`src/rtl/ft_cmd_scheduler.sv`:
```
// rtl/ft_cmd_scheduler.sv - FT245 command parser and transmit scheduler
//
// Turns host command bytes into register-bus accesses and arbitrates the
// single FT245 transmit path between register read responses and the
// 16-bit pixel stream. A pixel is never split; a pending response wins at
// each pixel boundary.
//
// Ports:
//   clk, rst_n                  clock, asynchronous active-low reset
//   ft_rx_data/valid/ready      host bytes in (valid is a one-cycle strobe)
//   ft_tx_data/valid/ready      bytes out to the host
//   pix_data/valid/ready        16-bit pixel stream in (MSB byte sent first)
//   reg_addr/wdata/we/re        register bus, one-cycle strobes
//   reg_rdata                   read data, valid the cycle after reg_re
//   cmd_err                     one-cycle pulse on bad opcode or timeout
module ft_cmd_scheduler #(
  parameter int TIMEOUT_CYCLES = 1024,
  parameter int TO_W           = 11
) (
  input  logic        clk,
  input  logic        rst_n,
  input  logic [7:0]  ft_rx_data,
  input  logic        ft_rx_valid,
  output logic        ft_rx_ready,
  output logic [7:0]  ft_tx_data,
  output logic        ft_tx_valid,
  input  logic        ft_tx_ready,
  input  logic [15:0] pix_data,
  input  logic        pix_valid,
  output logic        pix_ready,
  output logic [7:0]  reg_addr,
  output logic [7:0]  reg_wdata,
  output logic        reg_we,
  output logic        reg_re,
  input  logic [7:0]  reg_rdata,
  output logic        cmd_err
);

  typedef enum logic [1:0] {P_OP, P_ADDR, P_DATA, P_RD_WAIT} p_state_t;
  typedef enum logic [2:0] {TX_IDLE, TX_PIX_HI, TX_PIX_LO, TX_RSP_ADDR, TX_RSP_DATA} tx_state_t;

  localparam logic [TO_W-1:0] TO_LAST = TO_W'(TIMEOUT_CYCLES - 1);

  p_state_t        p_state, p_next;
  tx_state_t       tx_state, tx_next;
  logic            is_rd, is_rd_next;
  logic [TO_W-1:0] to_cnt, to_next;
  logic [7:0]      addr_next, wdata_next;
  logic            we_next, re_next, err_next;
  logic            rsp_set, rsp_clr;
  logic            rsp_pending, rsp_pending_next;
  logic [7:0]      rsp_addr, rsp_data;
  logic [15:0]     pix_q;
  logic            pix_load;
  logic            pix_ready_next;
  logic            rx_fire, tx_fire;

  // Holding off the host during a read and while its response is unsent
  // keeps at most one response in flight, so a one-entry buffer suffices.
  assign ft_rx_ready = (p_state != P_RD_WAIT) && !rsp_pending;
  assign rx_fire     = ft_rx_valid && ft_rx_ready;
  assign ft_tx_valid = (tx_state != TX_IDLE);
  assign tx_fire     = ft_tx_valid && ft_tx_ready;

  // ---------------- command parser ----------------
  always_comb begin
    p_next     = p_state;
    is_rd_next = is_rd;
    to_next    = '0;
    addr_next  = reg_addr;
    wdata_next = reg_wdata;
    we_next    = 1'b0;
    re_next    = 1'b0;
    err_next   = 1'b0;
    rsp_set    = 1'b0;
    case (p_state)
      P_OP: begin
        if (rx_fire) begin
          if (ft_rx_data == 8'h57) begin
            p_next     = P_ADDR;
            is_rd_next = 1'b0;
          end else if (ft_rx_data == 8'h52) begin
            p_next     = P_ADDR;
            is_rd_next = 1'b1;
          end else begin
            err_next = 1'b1;
          end
        end
      end
      P_ADDR: begin
        if (rx_fire) begin
          addr_next = ft_rx_data;
          if (is_rd) begin
            re_next = 1'b1;
            p_next  = P_RD_WAIT;
          end else begin
            p_next = P_DATA;
          end
        end else if (to_cnt == TO_LAST) begin
          err_next = 1'b1;
          p_next   = P_OP;
        end else begin
          to_next = to_cnt + TO_W'(1);
        end
      end
      P_DATA: begin
        if (rx_fire) begin
          wdata_next = ft_rx_data;
          we_next    = 1'b1;
          p_next     = P_OP;
        end else if (to_cnt == TO_LAST) begin
          err_next = 1'b1;
          p_next   = P_OP;
        end else begin
          to_next = to_cnt + TO_W'(1);
        end
      end
      P_RD_WAIT: begin
        // reg_re is high during the first cycle here; read data arrives
        // the cycle after, i.e. once reg_re has dropped.
        if (!reg_re) begin
          rsp_set = 1'b1;
          p_next  = P_OP;
        end
      end
      default: p_next = P_OP;
    endcase
  end

  // ---------------- transmit scheduler ----------------
  always_comb begin
    tx_next  = tx_state;
    pix_load = 1'b0;
    rsp_clr  = 1'b0;
    case (tx_state)
      TX_IDLE: begin
        if (rsp_pending) begin
          tx_next = TX_RSP_ADDR;
        end else if (pix_ready && pix_valid) begin
          pix_load = 1'b1;
          tx_next  = TX_PIX_HI;
        end
      end
      TX_PIX_HI:   if (tx_fire) tx_next = TX_PIX_LO;
      TX_PIX_LO:   if (tx_fire) tx_next = TX_IDLE;
      TX_RSP_ADDR: if (tx_fire) tx_next = TX_RSP_DATA;
      TX_RSP_DATA: begin
        if (tx_fire) begin
          rsp_clr = 1'b1;
          tx_next = TX_IDLE;
        end
      end
      default: tx_next = TX_IDLE;
    endcase
  end

  // Set and clear never coincide: a response is only captured while none
  // is pending, and only cleared while one is.
  always_comb begin
    rsp_pending_next = rsp_pending;
    if (rsp_set)      rsp_pending_next = 1'b1;
    else if (rsp_clr) rsp_pending_next = 1'b0;
  end

  // Registered pix_ready: predict next cycle's idle-with-no-response state.
  assign pix_ready_next = (tx_next == TX_IDLE) && !rsp_pending_next;

  always_comb begin
    ft_tx_data = 8'h00;
    case (tx_state)
      TX_PIX_HI:   ft_tx_data = pix_q[15:8];
      TX_PIX_LO:   ft_tx_data = pix_q[7:0];
      TX_RSP_ADDR: ft_tx_data = rsp_addr;
      TX_RSP_DATA: ft_tx_data = rsp_data;
      default:     ft_tx_data = 8'h00;
    endcase
  end

  always_ff @(posedge clk or negedge rst_n) begin
    if (!rst_n) begin
      p_state     <= P_OP;
      tx_state    <= TX_IDLE;
      is_rd       <= 1'b0;
      to_cnt      <= '0;
      reg_addr    <= 8'h00;
      reg_wdata   <= 8'h00;
      reg_we      <= 1'b0;
      reg_re      <= 1'b0;
      cmd_err     <= 1'b0;
      rsp_pending <= 1'b0;
      rsp_addr    <= 8'h00;
      rsp_data    <= 8'h00;
      pix_q       <= 16'h0000;
      pix_ready   <= 1'b0;
    end else begin
      p_state     <= p_next;
      tx_state    <= tx_next;
      is_rd       <= is_rd_next;
      to_cnt      <= to_next;
      reg_addr    <= addr_next;
      reg_wdata   <= wdata_next;
      reg_we      <= we_next;
      reg_re      <= re_next;
      cmd_err     <= err_next;
      rsp_pending <= rsp_pending_next;
      pix_ready   <= pix_ready_next;
      if (rsp_set) begin
        rsp_addr <= reg_addr;
        rsp_data <= reg_rdata;
      end
      if (pix_load) pix_q <= pix_data;
    end
  end

endmodule

```
`config.mk`:
```
export PLATFORM = sky130hd
export DESIGN_NAME = ft_cmd_scheduler
export DESIGN_NICKNAME = d
export VERILOG_FILES = /design/src/rtl/ft_cmd_scheduler.sv
export SDC_FILE = /design/constraint.sdc
export NUM_CORES = 1
export LEC_CHECK = 0
export CORE_MARGIN = 8
export CORE_UTILIZATION = 45
export CTS_CLUSTER_DIAMETER = 80
export DETAILED_ROUTE_END_ITERATION = 8
export MAX_ROUTING_LAYER = met4
export PLACE_DENSITY = 0.73
export SLEW_MARGIN = 10
export SYNTH_ARGS = -nofsm -noshare
export SYNTH_HDL_FRONTEND = slang
export SYNTH_SLANG_ARGS = --single-unit
```
`constraint.sdc`:
```
create_clock -name clk -period 3.4 [get_ports clk]
set_input_delay 0.68 -clock clk [delete_from_list [all_inputs] [get_ports clk]]
set_output_delay 0.68 -clock clk [all_outputs]
set_load 0.02 [all_outputs]
```
==> results.md, run 1 <==
* Power per cell area at between 800 and 900 mW/mm^2
* Layout cells sized above 1 at 0.221
* Worst Tran Pin Value at approximately 0.78 ns
* Worst-skew pair later-pin latency at 0.34 ns
* Hold Path Class: input port to async pin
* Leak at 0.00173 uW
* IO Port Bufs at 66
* Final hold violations at 0
* Reg area at approximately 0.0018 sq mm
* Worst Setup Start Kind: register
* DRT Pass-1 Iters at 4
* Num Clock Sinks at 70
* Design Power at between 3000 and 4000 uW
* Leading area contributor after synthesis: dfrtp_1
* Starting DRT DRC Count at between 80 and 90
* Die X at between 100 and 150 um
* Post-route ant nets at 0
* First-pass GRT wire length at approximately 12000 um
* Crit-path max cell delay at ~0.64 ns
* Routed via count at approximately 2200
* Die area at between 0.01 and 0.015 sq mm
* Mapped Avg Cell Area at roughly 12 sq um
* Most frequent cells after synthesis: 70 x dfrtp_1, 47 x mux2_2, 19 x nor2_1, 10 x nand2_1, 9 x o22ai_1
* Core area at 0.00683 sq mm
* Starting Density at 0.468
* Clock Pin Slew Worst Setup and Hold Paths at approximately 0.07 ns
* Row count at 30
* Clk buf depth at 2
* Area of the mapped netlist at between 0.003 and 0.004 sq mm
* Num CTS Buffers at 9
* Fin Hold WS at 0.129 ns
* Dominant synthesized flop cell: dfrtp_1
* Fraction of registers with async set or reset after synthesis at 1.00
* Pins Over Slew Limit at 0
* # setup viols final at 0
* Layout Skew at a little under 0.006 ns
* Via/cell ratio at roughly 5.2
* Net Count, Synth at 300
* CP Max Fanout at 9
* WL/cell at approximately 17 um
* Netlist cell types at 42
* Number of global-route vias before repair at 2338
* RSZ-0062 raised after global routing: false
* Synthesized flop and latch total at 70
* Setup crit end kind: output pin
* Status: finished, final reports clean
* Synth warn at 0
* Fmax achieved at between 300 and 400 MHz
* Data arrival, critical path at 2.31 ns
* All-Layer GR Usage at 0.152
* Area added between synthesis and finish at 29.3%
* Root buf cell: clkbuf_8
* DRT Wirelength at 7070 um
* Worst-path cell chain: inv_1 > nor2_1 > a22oi_1 > o22ai_1 > clkdlybuf4s50_1
* Fin crit period at 2.99 ns
* Global placer's final weighted congestion at approximately 0.90
* Slew HR at 0.481
* H-tree depth at 3
* Global route overflow at 0
* WS Path Type: register to output pin
* Die H at about 100 um
* CP max stage cell: clkdlybuf4s50_1
* Peak supply drop at 0.354 mV
* DRC Markers at 0
* Postcts setup bufs at 0
* Largest net degree at the start of global routing at between 40 and 50
* CTS tree: built
* Final Cycle Share at 0.879
* Post-DP HPWL at between 5000 and 6000 um
* Sequential share of the synthesized area at 0.548
* Top cells by area, synth: dfrtp_1 55%, mux2_2 17%, mux2i_1 2.5%
* CTS resizes at 0
* Post-synth EDFFs at 0
* Layout fillers at 582
* Number of hold buffers added after CTS at 0
* Final core occ at 0.605
* # nets final at 370
* Sum of negative setup slack at 0 ns
* Req. time, crit path at between 2 and 3 ns
* Share of the synthesized area in the top cell type at 0.548
* Max cap viols at 0
* Syn Inst Count at approximately 260
* I/O pin total at 67
* Count leader, synth: dfrtp_1
* Initial antenna violation count at 0
* Area of the multi-input gates at roughly 0.0014 sq mm
* Antenna cells at 0
## power by group
group,switching [uW],leakage (uW),internal (uW),total [uW]
combinational,706,0.000759,794,1500
sequential,261,0.000879,1170,1430
clock,311,0.0000948,356,667
total,1280,0.00173,2320,3590
## worst paths after layout
check / end / startpoint / slack, ns / depth (start not counted)
min reg2reg: to_cnt[0]$_DFF_PN0_ / to_cnt[0]$_DFF_PN0_ / 0.49 / 1
max reg2reg: pix_q[3]$_DFFE_PN0P_ / tx_state[1]$_DFF_PN0_ / 1.16 / 3
min: rsp_data[1]$_DFFE_PN0P_ / rst_n / 0.13 / 1
max: ft_tx_data[4] / tx_state[2]$_DFF_PN0_ / 0.41 / 5
max in group asynchronous: reg_re$_DFF_PN0_ / rst_n / 2.52 / 2
min in group clk: to_cnt[0]$_DFF_PN0_ / to_cnt[0]$_DFF_PN0_ / 0.49 / 1
## worst max-delay path: cells and delay by family, from the launching register on
kind | cells | cell delay [ns]
buffers and inverters | 2 | 0.84
DFF | 1 | 0.52
AOI/OAI and AO/OA | 2 | 0.31
and+or+nand+nor | 1 | 0.30
## cell type report
cell class,count,share of cell area
well taps,96,0.0291
multi-input cells,169,0.327
repair buffers,70,0.166
inverters,7,0.00636
flip-flops and latches,70,0.424
clock buffers,10,0.0333
clock inverters,5,0.0142
## layout by cell type (no fill, tap or decap), types with 8 or more instances in the layout
cell type,netlist,final
mux2i_1,8,8
nor2_1,19,19
dfrtp_1,70,70
o22ai_1,9,9
clkbuf_8,0,10
mux2_2,47,47
xnor2_1,8,8
clkdlybuf4s50_1,0,65
a22oi_1,8,8
nand2_1,10,10
## flip-flops by register name, indices dropped and copies added, names as in the netlist, 2 cells and up
| register | flops |
|---|---|
| rsp_data | 8 |
| to_cnt | 11 |
| reg_wdata | 8 |
| rsp_addr | 8 |
| reg_addr | 8 |
| pix_q | 16 |
| tx_state | 3 |
| p_state | 2 |
## cells by family after synthesis
| logic type | Yosys count | share of synthesized area |
|---|---|---|
| fa+ha+maj | 6 | 0.0235 |
| buf+inv | 18 | 0.0290 |
| mux | 55 | 0.191 |
| simple gates | 63 | 0.107 |
| xor+xnor | 9 | 0.0247 |
| compound gates | 36 | 0.0768 |
| flops | 70 | 0.548 |
## metal layers
metal | track usage | wire, um | vias to the layer above
met3 | 0.0381 | 442 | 11
met5 | - | 0 | -
met4 | 0.0733 | 116 | 0
met2 | 0.231 | 3300 | 67
met1 | 0.185 | 3210 | 1075
li1 | - | - | 1066
## through the flow
stage,worst slack [ns],instance area (sq um),instances
floorplan,1.23,3190,257
global route,0.300,4130,427
CTS,0.429,4130,427
detailed placement,0.801,3930,412
finish,0.410,4130,427
global placement,0.824,3930,412
No activity file was read; power rests on OpenSTA's default activity.
==> inputs of run 2 (changes only) <==
Settings changed: CORE_MARGIN 8 to 4.
==> run 2 against run 1 <==
  * Via count is 0.86% higher
  * Sequential share of layout area shrank 0.46 points
  * Global-route usage increased by 2.2 points
  * Critical endpoint is now ft_tx_data[1]
  * Largest cell class unchanged
==> results.md, run 2 (synthesis gave the netlist of run 1 again) <==
* Clock Pin Slew Worst Setup and Hold Paths at 0.08 ns (about the same)
* Root buf cell: clkbuf_8
* Post-DP HPWL at 4930 um (-4.6%)
* DRT Wirelength at 6820 um (-3.5%)
* Most frequent cells in the layout: 70 x dfrtp_1, 65 x clkdlybuf4s50_1, 47 x mux2_2
* Row count at 30 (unchanged)
* Setup crit end kind: output pin
* Leak at 0.00176 uW (+1.4%)
* CP Max Fanout at 9 (unchanged)
* WL/cell at 15.9 um (-3.7%)
* Fmax achieved at 336 MHz (+0.50%)
* Core area at 0.00683 sq mm (unchanged)
* Worst Tran Pin Value at 0.772 ns (-0.00432 ns)
* First-pass GRT wire length at 11300 um (-3.5%)
* Worst-skew pair later-pin latency at 0.34 ns (about the same)
* DRC Markers at 0 (unchanged)
* Postcts setup bufs at 0 (unchanged)
* Via/cell ratio at 5.23 (+0.62%)
* Die area at 0.00851 sq mm (-15%)
* Final hold violations at 0 (unchanged)
* I/O pin total at 67 (unchanged)
* Number of global-route vias before repair at 2291 (-2.0%)
* Fin crit period at 2.98 ns (-0.0147 ns)
* CTS tree: built
* Hold Path Class: input port to async pin
* Layout Skew at 0.00899 ns (+0.00320 ns)
* Die H at 92.3 um (-8.0%)
* R2R depth at 3 (unchanged)
* Biggest register: pix_q
* Peak supply drop at 0.431 mV (+22%)
* # nets final at 370 (unchanged)
* Global route overflow at 0 (unchanged)
* Max cap viols at 0 (unchanged)
* Status: finished, final reports clean
* Sum of negative setup slack at 0 ns (unchanged)
* Slew HR at 0.484 (+0.00289)
* CTS resizes at 0 (unchanged)
* Starting DRT DRC Count at 122 (+51%)
* Largest regs: pix_q x16, to_cnt x11
* Pins Over Slew Limit at 0 (unchanged)
* Initial antenna violation count at 0 (unchanged)
* Die X at 92.3 um (-8.0%)
* Final Cycle Share at 0.875 (-0.00434)
* Data arrival, critical path at 2.30 ns (about the same)
* Fin Hold WS at 0.320 ns (+0.191 ns)
* Largest register FFs at 16 (unchanged)
* WS Path Type: register to output pin
* Routed via count at 2238 (+0.86%)
* Post-route ant nets at 0 (unchanged)
* Antenna cells at 0 (unchanged)
* DP Area at 0.00393 sq mm (unchanged)
* Layout fillers at 567 (-2.6%)
* Most common cell after layout, fill and taps aside: dfrtp_1
* Area added between synthesis and finish at 30.7%
* Starting Density at 0.468 (unchanged)
* Final instance area at 0.00418 sq mm (+1.1%)
* Final core occ at 0.611 (+0.00659)
* Largest net degree at the start of global routing at 49 (+8.9%)
* # setup viols final at 0 (unchanged)
* Layout cells sized above 1 at 0.223 (+0.00235)
* RSZ-0062 raised after global routing: false
* Number of hold buffers added after CTS at 0 (unchanged)
* Num CTS Buffers at 9 (unchanged)
* IO Port Bufs at 66 (unchanged)
* Worst Setup Start Kind: register
* Req. time, crit path at 2.72 ns (about the same)
* Global placer's final weighted congestion at 0.853 (-4.8%)
* Power per cell area at 889 mW/mm^2 (+2.2%)
* All-Layer GR Usage at 0.173 (+0.0217)
* H-tree depth at 3 (unchanged)
* DRT Pass-1 Iters at 5 (+1)
* Num Clock Sinks at 70 (unchanged)
* Clk buf depth at 2 (unchanged)
-- run 2: changes by cell type in the layout (fill, tap and decap cells not counted), sizes merged --
cell	delta
clkbuf	+2
clkinv	-1
bufinv	+1
clkinvlp	-1
-- run 2: power by group --
| group | internal (uW) | switching (uW) | total (uW) |
|---|---|---|---|
| combinational | 794 | 704 | 1500 |
| clock | 476 | 314 | 790 |
| sequential | 1170 | 260 | 1430 |
-- run 2: worst paths after layout --
path / start / to / slack, ns
setup reg to reg: tx_state[1]$_DFF_PN0_ / pix_q[2]$_DFFE_PN0P_ / 1.18
max in group asynchronous: rst_n / to_cnt[10]$_DFF_PN0_ / 2.53
setup / recovery: tx_state[2]$_DFF_PN0_ / ft_tx_data[1] / 0.42
hold / removal: rst_n / pix_q[11]$_DFFE_PN0P_ / 0.32
hold reg to reg: to_cnt[0]$_DFF_PN0_ / to_cnt[0]$_DFF_PN0_ / 0.49
min in group clk: to_cnt[0]$_DFF_PN0_ / to_cnt[0]$_DFF_PN0_ / 0.49
-- run 2: worst max-delay path, cell delays in order, from the launching register on --
cell and delay, ns:
dfrtp_1 0.51, inv_1 0.20, nor2_1 0.29, a22oi_1 0.14
o22ai_1 0.18, clkdlybuf4s50_1 0.64
-- run 2: per-stage QoR --
step | total power (uW) | std cells | setup WS (ns)
detailed placement | 2950 | 412 | 0.815
floorplan | 2320 | 257 | 1.23
CTS | 3750 | 428 | 0.443
global placement | 2910 | 412 | 0.843
finish | 3710 | 428 | 0.425
global route | 3920 | 428 | 0.256
-- run 2: final cells by class --
class	instances	area, sq um	area share
clock buffer	12	165	0.0396
clock inverter	4	76.3	0.0183
inverter	7	26.3	0.00629
multi-input combinational	169	1350	0.323
sequential	70	1750	0.420
tap	96	120	0.0288
timing repair buffer	70	686	0.164
-- run 2: routing by layer --
layer,part of all wire,GRT usage
met5,0,-
met4,0.018,0.0780
met2,0.46,0.254
met3,0.045,0.0427
met1,0.47,0.229
==> inputs of run 3 (changes only) <==
Settings changed: RECOVER_POWER from default to 25.
==> run 3 against run 2 <==
  * Non-clock buffer count stayed put
  * Setup slack gained 0.0019 ns
  * Clock power is essentially flat
  * Largest cell class unchanged
  * First-iteration DRC count down 4.9%
  * Maximum frequency about the same
  * The flow now finishes with violations (capacitance limit, slew limit)
==> results.md, run 3 (synthesis gave the netlist of run 1 again) <==
* CTS tree: built
* Met3 usage at 0.0427 (unchanged)
* Gate power share at 0.403 (about the same)
* Number of global-route vias before repair at 2291 (unchanged)
* Num CTS Buffers at 9 (unchanged)
* # nets final at 370 (unchanged)
* CP Max Fanout at 9 (unchanged)
* Crit-path max cell delay at 0.64 ns (about the same)
* Final worst-path setup slack at 0.427 ns (+0.00190 ns)
* IO Port Bufs at 66 (unchanged)
* Root buf cell: clkbuf_8
* Req. time, crit path at 2.72 ns (about the same)
* Fin crit period at 2.97 ns (-0.00190 ns)
* WL/cell at 15.9 um (-0.10%)
* WS Path Type: register to output pin
* Endpoint, Worst Hold: to_cnt[0]$_DFF_PN0_
* Leak at 0.00175 uW (-0.41%)
* Biggest register: pix_q
* CTS resizes at 0 (unchanged)
* Clk buf depth at 2 (unchanged)
* Most Crowded Layer GR: met2
* Row count at 30 (unchanged)
* Sum of negative setup slack at 0 ns (unchanged)
* Most common cell after layout, fill and taps aside: dfrtp_1
* DRC Markers at 0 (unchanged)
* Hold_sp: to_cnt[0]$_DFF_PN0_
* Max cap viols at 1 (+1)
* Status: complete, but fails checks
* Routed via count at 2236 (-0.089%)
* Area of the multi-input gates at 0.00135 sq mm (unchanged)
* Register share of total power at 0.384 (about the same)
* Hold Path Class: register to register
* Final core occ at 0.610 (-0.00110)
* CP max stage cell: clkdlybuf4s50_1
* Worst Tran Pin Value at 2.54 ns (+1.77 ns)
* R2R setup slack at 1.18 ns (about the same)
* RSZ-0062 raised after global routing: false
* Layout cells sized above 1 at 0.217 (-0.00602)
* Switching share of total power at 0.344 (about the same)
* Starting Density at 0.468 (unchanged)
* Slew HR at -0.692 (-1.18)
* Final instance area at 0.00417 sq mm (-0.18%)
* Global placer's final weighted congestion at 0.853 (unchanged)
* Reg2reg end: pix_q[2]$_DFFE_PN0P_
* Starting DRT DRC Count at 116 (-4.9%)
* Die H at 92.3 um (unchanged)
* I/O pin total at 67 (unchanged)
* Global route overflow at 0 (unchanged)
* Postcts setup bufs at 0 (unchanged)
* DRT Wirelength at 6820 um (-0.10%)
* DP Worst Slack at 0.815 ns (unchanged)
* Reg-to-reg startpoint: tx_state[1]$_DFF_PN0_
* Area added between synthesis and finish at 30.5%
* # setup viols final at 0 (unchanged)
* DP Area at 0.00393 sq mm (unchanged)
* First-pass GRT wire length at 11300 um (unchanged)
* Antenna cells at 0 (unchanged)
* Worst hold path depth at 1
* Violated checks: capacitance limit, slew limit
* Layout fillers at 568 (+0.18%)
* DRT Pass-1 Iters at 5 (unchanged)
* Most frequent cells in the layout: 70 x dfrtp_1, 65 x clkdlybuf4s50_1, 47 x mux2_2
* DP Cell Count at 412 (unchanged)
* Fmax achieved at 336 MHz (about the same)
* Via/cell ratio at 5.22 (about the same)
* Clock Pin Slew Worst Setup and Hold Paths at 0.07 ns (about the same)
* Post-Layout Cell Count at 428 (unchanged)
* GRT met2 Usage at 0.254 (unchanged)
* Post-route ant nets at 0 (unchanged)
* Pint at 2430 uW (about the same)
* Layout Skew at 0.00884 ns (-0.000147 ns)
* Worst Setup Start Kind: register
* Die area at 0.00851 sq mm (unchanged)
* Reg area at 0.00175 sq mm (unchanged)
* Largest regs: pix_q x16, to_cnt x11
* Num Clock Sinks at 70 (unchanged)
* Power per cell area at 891 mW/mm^2 (+0.14%)
* All-Layer GR Usage at 0.173 (unchanged)
* Switching power at 1280 uW (about the same)
* Post-DP HPWL at 4930 um (unchanged)
* Initial antenna violation count at 0 (unchanged)
* Final Cycle Share at 0.875 (about the same)
* Largest register FFs at 16 (unchanged)
* Met1 Usage GRT at 0.229 (unchanged)
* Largest net degree at the start of global routing at 49 (unchanged)
* Data arrival, critical path at 2.29 ns (about the same)
* Pins Over Slew Limit at 49 (+49)
* Worst-skew pair later-pin latency at 0.34 ns (about the same)
* H-tree depth at 3 (unchanged)
* Worst-path cell chain: inv_1 > nor2_1 > a22oi_1 > o22ai_1 > clkdlybuf4s50_1
* Number of hold buffers added after CTS at 0 (unchanged)
* Clock power share at 0.213 (about the same)
* Peak supply drop at 0.431 mV (about the same)
* Final hold violations at 0 (unchanged)
* Setup crit end kind: output pin
* Crit path max-delay family: buffers and inverters
* Core area at 0.00683 sq mm (unchanged)
* WP buf/inv at 2 (unchanged)
* R2R depth at 3 (unchanged)
* Die X at 92.3 um (unchanged)
run 3: cell count changes in the layout (fill, tap and decap cells not counted):
cell      before  now
clkbuf_1       0    2
buf_4          4    2
run 3: power groups by stage:
stage / Clock [uW] / Combinational (uW) / Sequential, uW
detailed placement: 0 / 1500 / 1450
CTS: 808 / 1510 / 1430
floorplan: 0 / 869 / 1450
finish: 790 / 1500 / 1430
global placement: 0 / 1470 / 1430
global route: 842 / 1600 / 1470
run 3: final cells by class:
cell class | instances | area share
Clock buffer | 12 | 0.0396
Clock inverter | 4 | 0.0183
Inverter | 7 | 0.00630
Multi-Input combinational cell | 169 | 0.324
Sequential cell | 70 | 0.420
Tap cell | 96 | 0.0288
Timing Repair Buffer | 70 | 0.163
run 3: metal layers:
layer	part of all wire	routed length, um
met5	0	0
met2	0.46	3160
met3	0.045	309
met4	0.018	126
met1	0.47	3220
run 3: through the flow:
stage | power (uW) | hold slack (ns)
global route | 3920 | 0.526
floorplan | 2320 | 0.384
finish | 3710 | 0.488
CTS | 3750 | 0.317
global placement | 2910 | 0.476
detailed placement | 2950 | 0.476
run 3: how the worst max path moves through the flow:
stage                                startpoint                     to  slack (ns)  cells after the start
after floorplan           tx_state[0]$_DFF_PN0_          ft_tx_data[2]        1.23                      4
after global routing                      rst_n  rsp_pending$_DFF_PN0_        0.17                      2
after detailed placement  tx_state[2]$_DFF_PN0_          ft_tx_data[1]        0.82                      5
final                     tx_state[2]$_DFF_PN0_          ft_tx_data[1]        0.43                      5
after CTS                 tx_state[2]$_DFF_PN0_          ft_tx_data[1]        0.44                      5
after global placement    tx_state[2]$_DFF_PN0_          ft_tx_data[6]        0.84                      5
